$ cat src/rtl/dmem_pkg.sv
// dmem_pkg: shared FSM encoding, owner tags and default widths for the data-memory arbiter
package dmem_pkg;
  typedef enum logic [1:0] {
    IDLE     = 2'd0,
    CPU_OWN  = 2'd1,
    DMA_OWN  = 2'd2,
    DMA_LOCK = 2'd3
  } state_t;
  localparam logic OWNER_CPU = 1'b0;
  localparam logic OWNER_DMA = 1'b1;
  localparam int DEF_AW = 16;
  localparam int DEF_DW = 16;
endpackage

$ cat src/rtl/dmem_arb_pick.sv
// dmem_arb_pick: ordered grant (lock, starvation, cpu, dma); in c_req d_req state starve_cnt, out c_gnt d_gnt
module dmem_arb_pick import dmem_pkg::*; #(
  parameter int STARVE_LIMIT = 4,
  parameter int SW = $clog2(STARVE_LIMIT + 1)
) (
  input  logic          c_req,
  input  logic          d_req,
  input  logic [1:0]    state,
  input  logic [SW-1:0] starve_cnt,
  output logic          c_gnt,
  output logic          d_gnt
);
  always_comb begin
    d_gnt = d_req && (state == DMA_LOCK || starve_cnt == SW'(STARVE_LIMIT) || !c_req);
    c_gnt = c_req && !d_gnt;
  end
endmodule

$ cat src/rtl/dmem_arbiter.sv
// dmem_arbiter: CPU/DMA arbiter and registered command sequencer for one single-port memory; ports clk rst, c_* CPU port, d_* DMA port, mem_* memory side
module dmem_arbiter import dmem_pkg::*; #(
  parameter int STARVE_LIMIT = 4,
  parameter int BURST_MAX = 8,
  parameter int AW = DEF_AW,
  parameter int DW = DEF_DW
) (
  input  logic          clk,
  input  logic          rst,
  input  logic          c_req,
  input  logic          c_we,
  input  logic [AW-1:0] c_addr,
  input  logic [DW-1:0] c_wdata,
  output logic          c_gnt,
  output logic          c_rvalid,
  output logic [DW-1:0] c_rdata,
  input  logic          d_req,
  input  logic          d_we,
  input  logic          d_lock,
  input  logic [AW-1:0] d_addr,
  input  logic [DW-1:0] d_wdata,
  output logic          d_gnt,
  output logic          d_rvalid,
  output logic [DW-1:0] d_rdata,
  output logic [AW-1:0] mem_addr,
  output logic [DW-1:0] mem_wrData,
  output logic          mem_read,
  output logic          mem_write,
  input  logic [DW-1:0] mem_rdData
);
  localparam int SW = $clog2(STARVE_LIMIT + 1);
  localparam int BW = $clog2(BURST_MAX + 1);
  state_t state;
  logic [SW-1:0] starve_cnt;
  logic [BW-1:0] beat_cnt;
  logic pick_c, pick_d, rst_q, owner, rd_q, wr_q, cv_q, dv_q, burst_end, lock_nxt;
  logic [AW-1:0] addr_q;
  logic [DW-1:0] wdata_q, c_rdata_q, d_rdata_q;
  dmem_arb_pick #(.STARVE_LIMIT(STARVE_LIMIT), .SW(SW)) u_pick (
    .c_req(c_req),
    .d_req(d_req),
    .state(state),
    .starve_cnt(starve_cnt),
    .c_gnt(pick_c),
    .d_gnt(pick_d)
  );
  // no grant during reset or the cycle after; outputs forced to zero while rst is high so an in-flight command never reaches memory
  assign c_gnt = pick_c && !rst && !rst_q;
  assign d_gnt = pick_d && !rst && !rst_q;
  assign mem_read = rd_q && !rst;
  assign mem_write = wr_q && !rst;
  assign mem_addr = rst ? '0 : addr_q;
  assign mem_wrData = rst ? '0 : wdata_q;
  assign c_rvalid = cv_q && !rst;
  assign d_rvalid = dv_q && !rst;
  assign c_rdata = rst ? '0 : c_rdata_q;
  assign d_rdata = rst ? '0 : d_rdata_q;
  // beat_cnt counts grants of the current burst including the entry grant
  assign burst_end = state == DMA_LOCK && beat_cnt == BW'(BURST_MAX - 1);
  assign lock_nxt = d_gnt && d_lock && !burst_end && BURST_MAX > 1;
  always_ff @(posedge clk) begin
    rst_q <= rst;
    if (rst) begin
      state <= IDLE;
      starve_cnt <= '0;
      beat_cnt <= '0;
      owner <= OWNER_CPU;
      rd_q <= 1'b0;
      wr_q <= 1'b0;
      addr_q <= '0;
      wdata_q <= '0;
      cv_q <= 1'b0;
      dv_q <= 1'b0;
      c_rdata_q <= '0;
      d_rdata_q <= '0;
    end else begin
      state <= lock_nxt ? DMA_LOCK : (d_gnt && !burst_end) ? DMA_OWN : c_gnt ? CPU_OWN : IDLE;
      beat_cnt <= lock_nxt ? beat_cnt + 1'b1 : '0;
      starve_cnt <= (d_req && !d_gnt) ? starve_cnt + SW'(starve_cnt != SW'(STARVE_LIMIT)) : '0;
      rd_q <= (c_gnt && !c_we) || (d_gnt && !d_we);
      wr_q <= (c_gnt && c_we) || (d_gnt && d_we);
      if (c_gnt || d_gnt) begin
        addr_q <= d_gnt ? d_addr : c_addr;
        wdata_q <= d_gnt ? d_wdata : c_wdata;
        owner <= d_gnt ? OWNER_DMA : OWNER_CPU;
      end
      cv_q <= rd_q && owner == OWNER_CPU;
      dv_q <= rd_q && owner == OWNER_DMA;
      if (rd_q && owner == OWNER_CPU) c_rdata_q <= mem_rdData;
      if (rd_q && owner == OWNER_DMA) d_rdata_q <= mem_rdData;
    end
  end
endmodule

$ cat config.mk
export PLATFORM = sky130hd
export DESIGN_NAME = dmem_arbiter
export DESIGN_NICKNAME = d
export VERILOG_FILES = /design/src/rtl/dmem_pkg.sv /design/src/rtl/dmem_arb_pick.sv /design/src/rtl/dmem_arbiter.sv
export SDC_FILE = /design/constraint.sdc
export NUM_CORES = 1
export LEC_CHECK = 0
export ABC_AREA = 1
export CAP_MARGIN = 15
export CORE_ASPECT_RATIO = 0.9
export CORE_MARGIN = 1
export CORE_UTILIZATION = 44
export CTS_CLUSTER_SIZE = 10
export DETAILED_ROUTE_END_ITERATION = 16
export PLACE_DENSITY = 0.81
export SLEW_MARGIN = 0
export SYNTH_ARGS = -nofsm -noshare
export SYNTH_HDL_FRONTEND = slang
export SYNTH_SLANG_ARGS = --single-unit
$ cat constraint.sdc
create_clock -name clk -period 1.7 [get_ports clk]
set_input_delay 0.34 -clock clk [delete_from_list [all_inputs] [get_ports clk]]
set_output_delay 0.34 -clock clk [all_outputs]
set_load 0.1 [all_outputs]
# Word level (Yosys, flattened, before mapping)
# Index checks and enable logic that the tools add are counted.
# Widths: inputs -> output; s select.
# word_totals
wordCells	68
output_inout_bits	70
in_bits	87
ff_bits	79
# op_classes
muxes	10
n_eq_ne	4
n_reduce_logical	36
n_addsub	2
bitwise	3
# op_table
cell	n
$mux 16	6
$logic_and 1x1->1	21
$logic_not 1->1	8
$logic_or 1x1->1	5
$add 4x1->4 const B	1
$eq 4x3->1 const B	1
$mux 2	2
$reduce_or 2->1	2
$add 3x1->3	1
$eq 3x3->1 const B	1
$ne 3x3->1 const B	1
$not 1->1	3
$eq 2x2->1 const B	1
$mux 1	2

# Depth between registers and ports, before layout
# logic_depth
ltp_word	11
ltp_mapped	10
depth_no_buf	9

# Hierarchy
# From an unflattened synthesis, not the netlist that was laid out.
# hier_totals
cells_unflattened	595
area_unflattened_um2	3769.9
# by_module_without_submodules
module	instances	seq_area_each_um2	cells_per_inst	area_each_um2
dmem_arbiter	1	1581.5	587	3733.6
dmem_arb_pick	1	0.0	8	36.3

# Worst setup path after synthesis
# OpenSTA, ideal clock, no wires.
# synth_timing
kind	input to output
from	input port rst
to	output port d_rdata[10]
t_arrival_ns	2.110
path_slack_ns	-0.750
path_buffers	3
cell_stages	4
required_time_ns	1.360
cell_sequence	buf_6 buf_2 buf_1 nor2_1
# synth_between
elab_chain_len	1
# synth_lines
element	line_no	source
start, declared	dmem_arbiter.sv:9	input logic rst,
$mux 16	dmem_arbiter.sv:57	assign d_rdata = rst ? '0 : d_rdata_q;
end, declared	dmem_arbiter.sv:24	output logic [DW-1:0] d_rdata,
# Every way passes these cells.

# Worst setup path after layout
# layout_timing
from	register starve_cnt[0]
to	output port c_gnt
# layout_between
elab_chain_len	8
# layout_lines
element	line_no	source
start, declared	dmem_arbiter.sv:34	logic [SW-1:0] starve_cnt;
start signal, assigned	dmem_arbiter.sv:79	starve_cnt <= (d_req && !d_gnt) ? starve_cnt + SW'(starve_cnt != SW'(STARVE_LIMIT)) : '0;
$eq 3x3->1	dmem_arb_pick.sv:14	d_gnt = d_req && (state == DMA_LOCK || starve_cnt == SW'(STARVE_LIMIT) || !c_req);
$logic_or 1x1->1 (2 in series)	dmem_arb_pick.sv:14	
$logic_and 1x1->1	dmem_arb_pick.sv:14	
$logic_not 1->1	dmem_arb_pick.sv:15	c_gnt = c_req && !d_gnt;
$logic_and 1x1->1	dmem_arb_pick.sv:15	
$logic_and 1x1->1 (2 in series)	dmem_arbiter.sv:48	assign c_gnt = pick_c && !rst && !rst_q;
end, declared	dmem_arbiter.sv:14	output logic c_gnt,
# Every way passes these cells.

==> run summary <==
Ports -> 157
Top delay family on crit path -> buffers and inverters
Die H -> 92.36 µm
Slew HR -> 67.76%
PortBufs -> 156
Final WS setup -> -135.2 ps
drt pass-1 iters -> 4
ANT cells -> 0
Routability Congestion -> 0.8372
largest net degree at the start of global routing -> 48
most numerous cell in the Yosys netlist -> nand2_1
power after layout -> 4.846 mW
Hold Fails Final Rpt -> 0
clk slew on worst S/H paths -> 80 ps
synthesized area per cell -> 6.597 µm²
leading register cell type out of synthesis -> dfxtp_1
Overflow after GRT -> 0
die width -> 102.4 µm
register area share after synthesis -> 39.62%
CTS max path bufs -> 2
DRC Markers -> 0
Tmin final -> 1835 ps
initial drt markers -> 151
share of total power in sequential cells -> 40.5%
total die area -> 9457 µm²
violated checks -> negative setup slack
Num CTS Buffers -> 9
Leakage -> 3.165 nW
HPWL Detailed -> 8885 µm
worst-margin pin slew -> 483.6 ps
Clk pwr share -> 32.2%
max incr delay on CP -> 330 ps
CTS tree -> built
initial antenna violation count -> 0
Critical Path RT -> 1360 ps
vias in the first global route -> 4089
first-pass GRT wire length -> 19580 µm
Peak VDD IR -> 0.5506 mV
CP Buf/Inv Count -> 3
Yosys top cell by area -> dfxtp_1
Synth Register Bits -> 79
hold crit path type -> primary input to register
async set or reset register ratio after synthesis -> 0%
# rows -> 32
average routed wire per standard cell -> 14.19 µm
Tcrit/Tclk final -> 108.0%
WP data arrival -> 1500 ps
Cells after Synth -> 605
root buffer cell -> clkbuf_8
setup TNS -> -139.2 ps
H-tree depth -> 3
EDFF count, synth -> 0
core area -> 8688 µm²
final WL -> 12500 µm
pwr/cell area -> 670.7 nW/µm²
# setup viols final -> 2
Global Route Usage Sum -> 26.68%
Internal -> 3.305 mW
Final Max Tran Viols -> 0
Combinational Power Share -> 27.4%
Post-synth top cells -> nand2_1, nor2_1, inv_1
Synth Cell Area -> 3991 µm²
Clock Skew -> 8.043 ps
status -> finished with violations
P_sw -> 1.541 mW
Synth warnings -> 0
placed insts -> 858
crit path capture type -> primary output
vias per cell -> 4.857
DRT antenna net count -> 0
Clock Sinks -> 79
Yosys top cell area share -> 39.62%
sw frac -> 31.80%
critical-path cell with the highest stage delay -> dfxtp_2
Finished Cell Area -> 7226 µm²
largest fanout on the critical path -> 3
critical path, cell by cell -> inv_2 -> ha_4 -> nand2_4 -> nand3_4 -> nand2_2 -> nand2_2 -> clkinvlp_4 -> buf_12
Yosys cell types -> 30
Starting Density -> 45.94%
Hold Buf Count CTS -> 0
Worst Setup Start Kind -> register
placed cell area -> 6913 µm²
CP dominant cell by count -> nand2_2
# Max-Cap Violations -> 0
Synth area leaders -> dfxtp_1, nand2_1, nor2_1
# nets final -> 847
Max Clk Rate -> 0.5449 GHz
synthesized net count -> 695
post-place setup slack -> -137.3 ps
Setup CP Type -> register to primary output
Skew-Pair Late Insertion Delay -> 350 ps
area grow syn2layout -> 81.03%
Layout Cells excl Fill -> 881
Via Count -> 4279
RSZ-0062 raised after global routing -> yes
fraction of layout cells with a size suffix above 1 -> 25.59%
[registers in the layout, summed over array words and instances (netlist names)]
register	cells
d_rdata_q	16
addr_q	16
owner	1
wdata_q	16
dv_q	1
cv_q	1
c_rdata_q	16
starve_cnt	3
wr_q	1
rst_q	1
beat_cnt	4
state	2
rd_q	1
[layout make-up]
class / instances / area [µm²]
multi-input cells: 380 / 2337
clock buffers: 10 / 127.6
flip-flops and latches: 79 / 1584
inverters: 108 / 414.1
well taps: 119 / 148.9
clock inverters: 6 / 92.59
fillers: 516 / 1463
repair buffers: 179 / 2521
[layout by cell type, fill, tap and decap left out, types with 3 or more instances in the layout]
cell type	count
buf_4	16
nor2_4	63
o22a_1	19
inv_1	102
nand3_1	35
nor2_2	6
inv_2	3
nand2_2	3
clkinvlp_4	3
nor2_1	42
clkbuf_8	9
dfxtp_1	77
clkdlybuf4s50_1	83
buf_12	77
o21ai_0	13
a21oi_1	13
nand2_1	137
nand3b_1	32
[kinds of logic (layout without fill, tap and decap cells)]
group | after synthesis | count (layout) | synth area share, %
xor+xnor | 4 | 4 | 0.8779
fa+ha+maj | 3 | 3 | 0.9405
buf+inv | 146 | 303 | 14.73
compound gates | 47 | 47 | 7.743
flops | 79 | 79 | 39.62
simple gates | 326 | 326 | 36.08
[through the flow]
| stage | hold slack [ps] | util (%) |
|---|---|---|
| after CTS | 220.9 | 82.73 |
| final | 234.9 | 83.17 |
| after global placement | 425.7 | 79.57 |
| after floorplan | 367.7 | - |
| after global routing | 221.2 | 83.17 |
| after detailed placement | 440.8 | 79.57 |
[what timing repair did]
item                       in CTS  in global routing
buffers inserted                2                  5
resized for setup              15                  0
pin swaps                       3                  3
setup endpoints to repair       2                  2
[power by group through the flow]
stage / Sequential [mW] / Combinational, mW / Clock, mW
floorplan: 1.99 / 0.784 / 0
finish: 1.96 / 1.33 / 1.56
global route: 1.97 / 1.40 / 1.66
CTS: 1.96 / 1.32 / 1.58
detailed placement: 2.00 / 1.30 / 0
global placement: 2.00 / 1.27 / 0
[path summary, 6_finish.rpt]
path	startpoint	end	slack, ps	cells after the start
hold / removal	rst	rst_q$_DFF_P_	230	1
setup / recovery	starve_cnt[0]$_SDFF_PP0_	c_gnt	-140	8
setup reg to reg	starve_cnt[0]$_SDFF_PP0_	addr_q[14]$_SDFFE_PP0P_	170	11
hold reg to reg	beat_cnt[0]$_SDFF_PP0_	beat_cnt[0]$_SDFF_PP0_	460	1
[routing by layer]
metal	track usage (%)	up-vias	routed length, µm
li1	-	2131	-
met1	30.97	1984	4947
met2	48.10	139	6674
met3	4.604	25	545
met4	10.48	0	336
met5	0	-	0
Power figures use the tool's default switching activity.
